**src/rtl/msb_mon_pkg.sv**
```systemverilog
// Shared types and constants for the MSB run monitor.
package msb_mon_pkg;

  typedef enum logic [1:0] {
    IDLE  = 2'd0,
    COUNT = 2'd1,
    ALARM = 2'd2,
    HOLD  = 2'd3
  } state_e;

  localparam int unsigned RUN_CNT_W = 4;

  // True when the monitor parameters are inside their supported ranges.
  function automatic bit params_legal(input int unsigned run_len,
                                      input int unsigned hold_cycles,
                                      input int unsigned cnt_w);
    return (run_len >= 1) && (run_len <= 15) &&
           (hold_cycles >= 1) && (hold_cycles <= 255) &&
           (cnt_w >= 1);
  endfunction

endpackage

```
**src/rtl/sat_counter.sv**
```systemverilog
// Up-counter that sticks at all ones; synchronous clear, async active-high reset.
module sat_counter #(
  parameter int unsigned W = 8
) (
  input  logic         clk,
  input  logic         rst,
  input  logic         inc,
  input  logic         clr,
  output logic [W-1:0] q
);

  always_ff @(posedge clk or posedge rst) begin
    if (rst) begin
      q <= '0;
    end else if (clr) begin
      q <= '0;
    end else if (inc && (q != '1)) begin
      q <= q + W'(1);
    end
  end

endmodule

```
**src/rtl/msb_run_monitor.sv**
```systemverilog
// Qualifies the upstream MSB flag, detects runs of valid highs, raises a
// stretched alarm, counts alarm entries and emits a rising-edge pulse.
module msb_run_monitor
  import msb_mon_pkg::*;
#(
  parameter int unsigned RUN_LEN     = 3,
  parameter int unsigned HOLD_CYCLES = 4,
  parameter int unsigned CNT_W       = 8
) (
  input  logic                 clk,
  input  logic                 rst,
  input  logic                 flag_valid,
  input  logic                 flag_in,
  input  logic                 clr,
  output logic                 alarm,
  output logic                 rise_pulse,
  output logic [CNT_W-1:0]     event_count,
  output logic [RUN_CNT_W-1:0] run_cnt
);

  localparam int unsigned HOLD_W = 8;

  localparam logic [1:0] S_IDLE  = 2'(IDLE);
  localparam logic [1:0] S_COUNT = 2'(COUNT);
  localparam logic [1:0] S_ALARM = 2'(ALARM);
  localparam logic [1:0] S_HOLD  = 2'(HOLD);

  localparam logic [RUN_CNT_W-1:0] RUN_MAX   = RUN_CNT_W'(RUN_LEN);
  localparam logic [HOLD_W-1:0]    HOLD_INIT = HOLD_W'(HOLD_CYCLES - 1);

  if (!params_legal(RUN_LEN, HOLD_CYCLES, CNT_W)) begin : g_bad_params
    $error("msb_run_monitor: illegal parameter set");
  end

  logic [1:0]           state_q, state_d;
  logic [RUN_CNT_W-1:0] run_d;
  logic [HOLD_W-1:0]    hold_q, hold_d;
  logic                 alarm_d;
  logic                 prev_q;
  logic                 evt_inc_c;
  logic                 hi_c, lo_c;

  assign hi_c = flag_valid & flag_in;
  assign lo_c = flag_valid & ~flag_in;

  // Next-state, run counter and hold timer.
  always_comb begin
    state_d   = state_q;
    run_d     = run_cnt;
    hold_d    = hold_q;
    evt_inc_c = 1'b0;
    if (clr) begin
      state_d = S_IDLE;
      run_d   = '0;
      hold_d  = '0;
    end else begin
      case (state_q)
        S_IDLE: begin
          if (hi_c) begin
            run_d = RUN_CNT_W'(1);
            if (RUN_LEN == 1) begin
              state_d   = S_ALARM;
              evt_inc_c = 1'b1;
            end else begin
              state_d = S_COUNT;
            end
          end else if (lo_c) begin
            run_d = '0;
          end
        end
        S_COUNT: begin
          if (hi_c) begin
            run_d = run_cnt + RUN_CNT_W'(1);
            if ((run_cnt + RUN_CNT_W'(1)) == RUN_MAX) begin
              state_d   = S_ALARM;
              evt_inc_c = 1'b1;
            end
          end else if (lo_c) begin
            state_d = S_IDLE;
            run_d   = '0;
          end
        end
        S_ALARM: begin
          if (hi_c) begin
            run_d = RUN_MAX;
          end else if (lo_c) begin
            state_d = S_HOLD;
            hold_d  = HOLD_INIT;
            run_d   = '0;
          end
        end
        S_HOLD: begin
          // A valid high re-arms the alarm ahead of timer expiry.
          if (hi_c) begin
            state_d = S_ALARM;
            run_d   = RUN_MAX;
          end else if (hold_q == '0) begin
            state_d = S_IDLE;
          end else begin
            hold_d = hold_q - HOLD_W'(1);
          end
        end
        default: begin
          state_d = S_IDLE;
          run_d   = '0;
          hold_d  = '0;
        end
      endcase
    end
    alarm_d = (state_d == S_ALARM) || (state_d == S_HOLD);
  end

  // State and registered outputs.
  always_ff @(posedge clk or posedge rst) begin
    if (rst) begin
      state_q    <= S_IDLE;
      run_cnt    <= '0;
      hold_q     <= '0;
      alarm      <= 1'b0;
      prev_q     <= 1'b0;
      rise_pulse <= 1'b0;
    end else begin
      state_q    <= state_d;
      run_cnt    <= run_d;
      hold_q     <= hold_d;
      alarm      <= alarm_d;
      rise_pulse <= hi_c & ~prev_q;
      if (flag_valid) begin
        prev_q <= flag_in;
      end
    end
  end

  sat_counter #(
    .W(CNT_W)
  ) u_event_cnt (
    .clk (clk),
    .rst (rst),
    .inc (evt_inc_c),
    .clr (clr),
    .q   (event_count)
  );

endmodule

```
**config.mk**
```make
export PLATFORM = sky130hd
export DESIGN_NAME = msb_run_monitor
export DESIGN_NICKNAME = d
export VERILOG_FILES = /design/src/rtl/msb_mon_pkg.sv /design/src/rtl/sat_counter.sv /design/src/rtl/msb_run_monitor.sv
export SDC_FILE = /design/constraint.sdc
export NUM_CORES = 1
export LEC_CHECK = 0
export ABC_AREA = 1
export ABC_CLOCK_PERIOD_IN_PS = 2800
export CORE_ASPECT_RATIO = 1.5
export CORE_MARGIN = 1.5
export CORE_UTILIZATION = 45
export DETAILED_ROUTE_END_ITERATION = 10
export PLACE_DENSITY_LB_ADDON = 0.15
export SLEW_MARGIN = 0
export SYNTH_ARGS = -nofsm -noshare
export SYNTH_HDL_FRONTEND = slang
export SYNTH_SLANG_ARGS = --single-unit
```
**constraint.sdc**
```tcl
create_clock -name clk -period 2.8 [get_ports clk]
set_input_delay 0.28 -clock clk [delete_from_list [all_inputs] [get_ports clk]]
set_output_delay 0.28 -clock clk [all_outputs]
set_load 0.02 [all_outputs]
```
==> impl_metrics.toml, run 1 <==
[timing]
finalClockSkew_ps = 3.72
finalSetupTns_ps = 0
max_freq_mhz = 558
drv_slew = 0
slew_headroom = 0.747
setup_viol = 0
min_period_ps = 1790
hold_viol = 0
post-route-period-util = 0.640
worstMarginPinSlew_ps = 378
rsz0062_at_grt = "false"

[power]
power_frac_seq = 0.520
power_density_mw_per_mm2 = 404
switching_share = 0.301
internal_power_mw = 0.526
clkPwrFrac = 0.290
p_comb_frac = 0.190
leakage_nw = 0.891
irDropWorstVdd_v = 0.000240
power.switching_mw = 0.226

[floorplanning]
fp.dieArea_mm2 = 0.00395
chipWidth_um = 51.8
placementRows = 26
io_pins = 19
core_mm2 = 0.00342
start_util = 0.471
die-height_um = 76.3

[placement]
dpl_cell_area_mm2 = 0.00181
io_buffers = 18
dp_hpwl_mm = 2.40
place.gp.congestion = 0.852

[cells_and_area]
regArea_um2 = 626
drive_above_1_share = 0.134
final_area_mm2 = 0.00186
multi_input_area_um2 = 827
fillers = 349
synthToLayoutAreaGrowth_pct = 15.5
final_util = 0.545
fin_nets = 241
diodes = 0

[global_routing]
overflow = 0
grt_pass1_vias = 1327
grt_pass1_wl_mm = 5.61
antenna_found_initial = 0
grt_max_degree = 26
grt_use_total = 0.180

[logic_synthesis]
synthSimpleGateAreaFrac = 0.356
synth_edf_count = 0
synthXorXnorAreaFrac = 0.0163
muxShareOfSynthArea = 0
synth_nets = 220
synth.area.top_cells = "dfrtp_1 39%, nand2_1 10%, inv_1 6.5%"
synth_seq_cells = 25
syn-cell-area_mm2 = 0.00161
synthCells = 211
synth_top_family_by_area = "simple AND/OR/NAND/NOR gates"
synth.distinct_cells = 28
synth.avg_cell_area_um2 = 7.63
ys_seq_area_frac = 0.389
synth_area_leader_cell = "dfrtp_1"
synthAdderAreaFrac = 0.0311
ys_warn_count = 0
ys_dominant_reg_cell = "dfrtp_1"
ys_async_sr_fraction = 1.00
synth_compound_area_frac = 0.110
post-synth-top-area-fraction = 0.389
synthTopCellsByCount = "45 x nand2_1, 28 x inv_1, 26 x nor2_1"
yosysMostFrequentCell = "nand2_1"

[worst_setup_path]
path_cells = "clkdlybuf4s50_1 > inv_2 > nand3_4 > nor2_4 > nand2_4 > nor2_8 > nand3_4 > nand2_2 > nand2_1 > nor2_1"
rr_worst_depth = 11
cpMaxStageDelayCell = "clkdlybuf4s50_1"
timing.rr.end = "hold_q[7]$_DFFE_PP0P_"
cp-start-kind = "input pin"
worstPathMaxFanout = 21
worstSetupPathType = "in -> reg"
arrival_ps = 2000
crit_required_ps = 3010
reg2reg_from = "hold_q[0]$_DFFE_PP0P_"
r2r_slack_ps = 1100
max_stage_delay_ps = 550
critical_path.endpoint_type = "register"
cp_common_cell = "nand3_4"

[clock_network]
cts-root-buf = "clkbuf_8"
clk_latency_ps = 270
ctsResizeCount = 0
cts.clk_slew.worst_paths_ps = 90
ctsHoldBuffers = 0
cts_tree = "built"
htreeDepth = 1
cts-buffers-inserted = 3
numClockSinks = 25
cts_max_path_buffers = 2
postCtsSetupBuffers = 0

[detailed_routing]
drc_errors = 0
wl_mm = 3.20
ant_nets = 0
drtIter0Drc = 39
vias_per_cell = 5.09
vias = 1390
first_pass_iters = 4
wl_per_cell_um = 11.7

[hold_path]
hold_class = "in -> async"

[outcome]
status = "completed"

[flow_run]
max_cap_violations = 0
-- stage by stage --
stage                     worst slack, ps  power, mW  cells  hold WS, ps
after floorplan                      1240      0.505    211          307
after global placement                766      0.541    269          410
after detailed placement              715      0.543    269          414
after CTS                             997      0.763    273          360
after global routing                  871      0.797    273          393
final                                1010      0.752    273          348
-- worst max-delay path by stage --
stage | start | endpoint | slack (ps) | cells after the start
floorplan | run_cnt[1]$_DFFE_PP0P_ | u_event_cnt.q[4]$_DFFE_PP0P_ | 1240 | 10
detailed placement | clr | u_event_cnt.q[3]$_DFFE_PP0P_ | 720 | 10
CTS | clr | u_event_cnt.q[3]$_DFFE_PP0P_ | 1000 | 10
global route | clr | u_event_cnt.q[3]$_DFFE_PP0P_ | 870 | 10
finish | clr | u_event_cnt.q[4]$_DFFE_PP0P_ | 1010 | 10
global placement | clr | u_event_cnt.q[6]$_DFFE_PP0P_ | 770 | 10
-- critical path: cells and delay by family --
family	cells	cell delay, ps
simple gates	8	800
buf+inv	2	910
-- cell usage in the layout, fill, tap and decap left out --
master and count:
o211ai_1 1, inv_1 28, o32ai_1 1, nand4_1 8, nor3_1 6, inv_2 3
clkinv_2 2, nand3_2 1, o31ai_1 1, o21ai_1 6, dfrtp_1 25, o21ai_0 6
ha_1 4, buf_4 1, a21oi_1 10, nand2_2 6, nor2_4 1, xor2_1 3
nand2_4 3, clkbuf_8 3, nor2_1 26, nand3_4 2, nand2_1 45, a31o_2 2
nand3_1 12, nor2_8 1, o21ai_2 3, clkdlybuf4s50_1 18, nor2_2 3
-- cell families (layout without fill, tap and decap cells) --
kind of cell,count (synthesis),in the layout
AO/OA/AOI/OAI,30,30
XOR/XNOR,3,3
adder cells (fa/ha/maj),4,4
buffers and inverters,35,55
flip-flops,25,25
AND/OR/NAND/NOR,114,114
-- sequential cells by signal, indices dropped and copies added (netlist names) --
name / flops
hold_q: 8
u_event_cnt.q: 8
run_cnt: 4
state_q: 2
alarm: 1
prev_q: 1
rise_pulse: 1
-- power by group through the flow --
stage	logic (mW)	clock network [mW]	registers [mW]
2_1_floorplan	0.104	0	0.401
3_3_place_gp	0.142	0	0.399
3_5_place_dp	0.144	0	0.399
4_1_cts	0.145	0.226	0.392
5_1_grt	0.163	0.241	0.394
6_report	0.143	0.218	0.391
-- cell type report --
class,count,area share
flip-flops and latches,25,0.336
clock buffers,3,0.0222
repair buffers,19,0.101
inverters,32,0.0652
well taps,42,0.0282
clock inverters,1,0.00269
multi-input cells,151,0.445
-- metal layers --
| layer | GRT usage | wire length [µm] | vias up |
|---|---|---|---|
| li1 | - | - | 721 |
| met1 | 0.216 | 1380 | 640 |
| met2 | 0.314 | 1680 | 22 |
| met3 | 0.0176 | 66 | 7 |
| met4 | 0.0737 | 72 | 0 |
| met5 | 0 | 0 | - |
Power figures use the tool's default switching activity.
==> run 2, diff against run 1 <==
--- a/config.mk
+++ b/config.mk
@@ -6,7 +6,7 @@
 export NUM_CORES = 1
 export LEC_CHECK = 0
 export ABC_AREA = 1
-export ABC_CLOCK_PERIOD_IN_PS = 2800
+export ABC_CLOCK_PERIOD_IN_PS = 1700
 export CORE_ASPECT_RATIO = 1.5
 export CORE_MARGIN = 1.5
 export CORE_UTILIZATION = 45
==> constraint.sdc (replaced) <==
create_clock -name clk -period 1.7 [get_ports clk]
set_input_delay 0.17 -clock clk [delete_from_list [all_inputs] [get_ports clk]]
set_output_delay 0.17 -clock clk [all_outputs]
set_load 0.02 [all_outputs]
==> run 2 against run 1 <==
- cell area is 5.4% higher
- worst setup slack lost 860 ps
- via count rose by 2.8%
- power is 69% higher
- largest cell class unchanged
==> impl_metrics.toml, run 2 (synthesized netlist as in run 1, its figures left out) <==
[timing]
setup_ws_ps = 144
post-route-period-util = 0.915
finalSetupTns_ps = 0
min_period_ps = 1560
drv_slew = 0
finalClockSkew_ps = 4.57
slew_headroom = 0.768
hold_viol = 0
worstMarginPinSlew_ps = 347
max_freq_mhz = 643
setup_viol = 0
hold_ws_ps = 239

[cells_and_area]
synthToLayoutAreaGrowth_pct = 21.8
layout.cells.non_filler = 282
fin_nets = 250
regArea_um2 = 628
final_common_cell = "nand2_1"
final_cell_mix = "43 x nand2_1, 28 x inv_1, 26 x nor2_1"
drive_above_1_share = 0.188
fillers = 330
largestRegisters = "hold_q (8), u_event_cnt.q (8), run_cnt (4)"
multi_input_area_um2 = 865
diodes = 0

[placement]
dp_hpwl_mm = 2.54
dp_slack_ps = 90.5
numPlacedInstances = 275
place.gp.congestion = 0.806
io_buffers = 18

[detailed_routing]
drtIter0Drc = 21
first_pass_iters = 4
vias_per_cell = 5.07
wl_mm = 3.45
ant_nets = 0
wl_per_cell_um = 12.2
vias = 1429
drc_errors = 0

[floorplanning]
placementRows = 26
chipWidth_um = 51.8
core_mm2 = 0.00342
io_pins = 19
start_util = 0.471
die-height_um = 76.3
fp.dieArea_mm2 = 0.00395

[power]
power_density_mw_per_mm2 = 648
power_mw = 1.27
irDropWorstVdd_v = 0.000394
leakage_nw = 0.929

[clock_network]
htreeDepth = 1
cts.clk_slew.worst_paths_ps = 90
clk_latency_ps = 270
numClockSinks = 25
cts-root-buf = "clkbuf_8"
cts_tree = "built"
ctsHoldBuffers = 0
cts-buffers-inserted = 3
cts_max_path_buffers = 2

[hold_path]
hold_class = "in -> async"

[global_routing]
grt_pass1_vias = 1396
grt_pass1_wl_mm = 5.79
grt_use_total = 0.188
grt_max_degree = 26
antenna_found_initial = 0
overflow = 0

[flow_run]
max_cap_violations = 0

[outcome]
status = "completed"

[worst_setup_path]
worstSetupPathType = "reg -> reg"
crit_required_ps = 1910
critical_path.endpoint_type = "register"
r2r_slack_ps = 140
arrival_ps = 1760
cp-start-kind = "register"
worstPathMaxFanout = 6
## run 2: layout make-up
type,count,area share
timing repair buffer,27,0.126
tap,42,0.0268
clock buffer,3,0.0211
sequential,25,0.320
clock inverter,1,0.00255
inverter,32,0.0619
multi-input combinational,152,0.441
## run 2: where the power goes
| part | internal, mW | switching (mW) | total, mW |
|---|---|---|---|
| Clock | 0.164 | 0.193 | 0.357 |
| Sequential | 0.619 | 0.0263 | 0.646 |
| Combinational | 0.105 | 0.163 | 0.268 |
## run 2: path summary, 6_finish.rpt
path	startpoint	to	depth (start not counted)
max	run_cnt[0]$_DFFE_PP0P_	u_event_cnt.q[3]$_DFFE_PP0P_	10
min	rst	hold_q[0]$_DFFE_PP0P_	3
max reg2reg	run_cnt[0]$_DFFE_PP0P_	u_event_cnt.q[3]$_DFFE_PP0P_	10
min reg2reg	prev_q$_DFFE_PP0P_	rise_pulse$_DFF_PP0_	1
max in group asynchronous	rst	run_cnt[1]$_DFFE_PP0P_	3
min in group clk	prev_q$_DFFE_PP0P_	rise_pulse$_DFF_PP0_	1
## run 2: what timing repair did
| item | in CTS | in global routing |
|---|---|---|
| buffers inserted | 0 | 2 |
| setup endpoints to repair | 0 | 6 |
| resized for setup | 0 | 8 |
## run 2: worst max-delay path: stages, from the launching register on
cell and delay, ps:
dfrtp_2 450, ha_2 200, nand2_1 80, nand2_2 80, nor2_4 140, nand2_4 100
nor2_8 170, nand2_2 70, nand2_1 70, nand2_1 50, nor2_1 80
## run 2: metal layers
layer  up-vias  routed length (µm)  GRT usage
met3         4                  56     0.0176
met1       668                1510      0.218
met2        16                1830      0.335
met5         -                   0          0
li1        741                   -          -
met4         0                  43     0.0789
## run 2: through the flow
stage               utilization  instance area [µm²]
detailed placement        0.544                 1860
finish                    0.574                 1960
global placement          0.544                 1860
CTS                       0.558                 1910
global route              0.574                 1960
floorplan                     -                 1610
==> run 3, diff against run 2 <==
--- a/config.mk
+++ b/config.mk
@@ -11,6 +11,7 @@
 export CORE_MARGIN = 1.5
 export CORE_UTILIZATION = 45
 export DETAILED_ROUTE_END_ITERATION = 10
+export HOLD_SLACK_MARGIN = 0.08
 export PLACE_DENSITY_LB_ADDON = 0.15
 export SLEW_MARGIN = 0
 export SYNTH_ARGS = -nofsm -noshare
==> results of run 3 <==
Same layout as run 2: the final DEF is identical, and so are final timing and power.
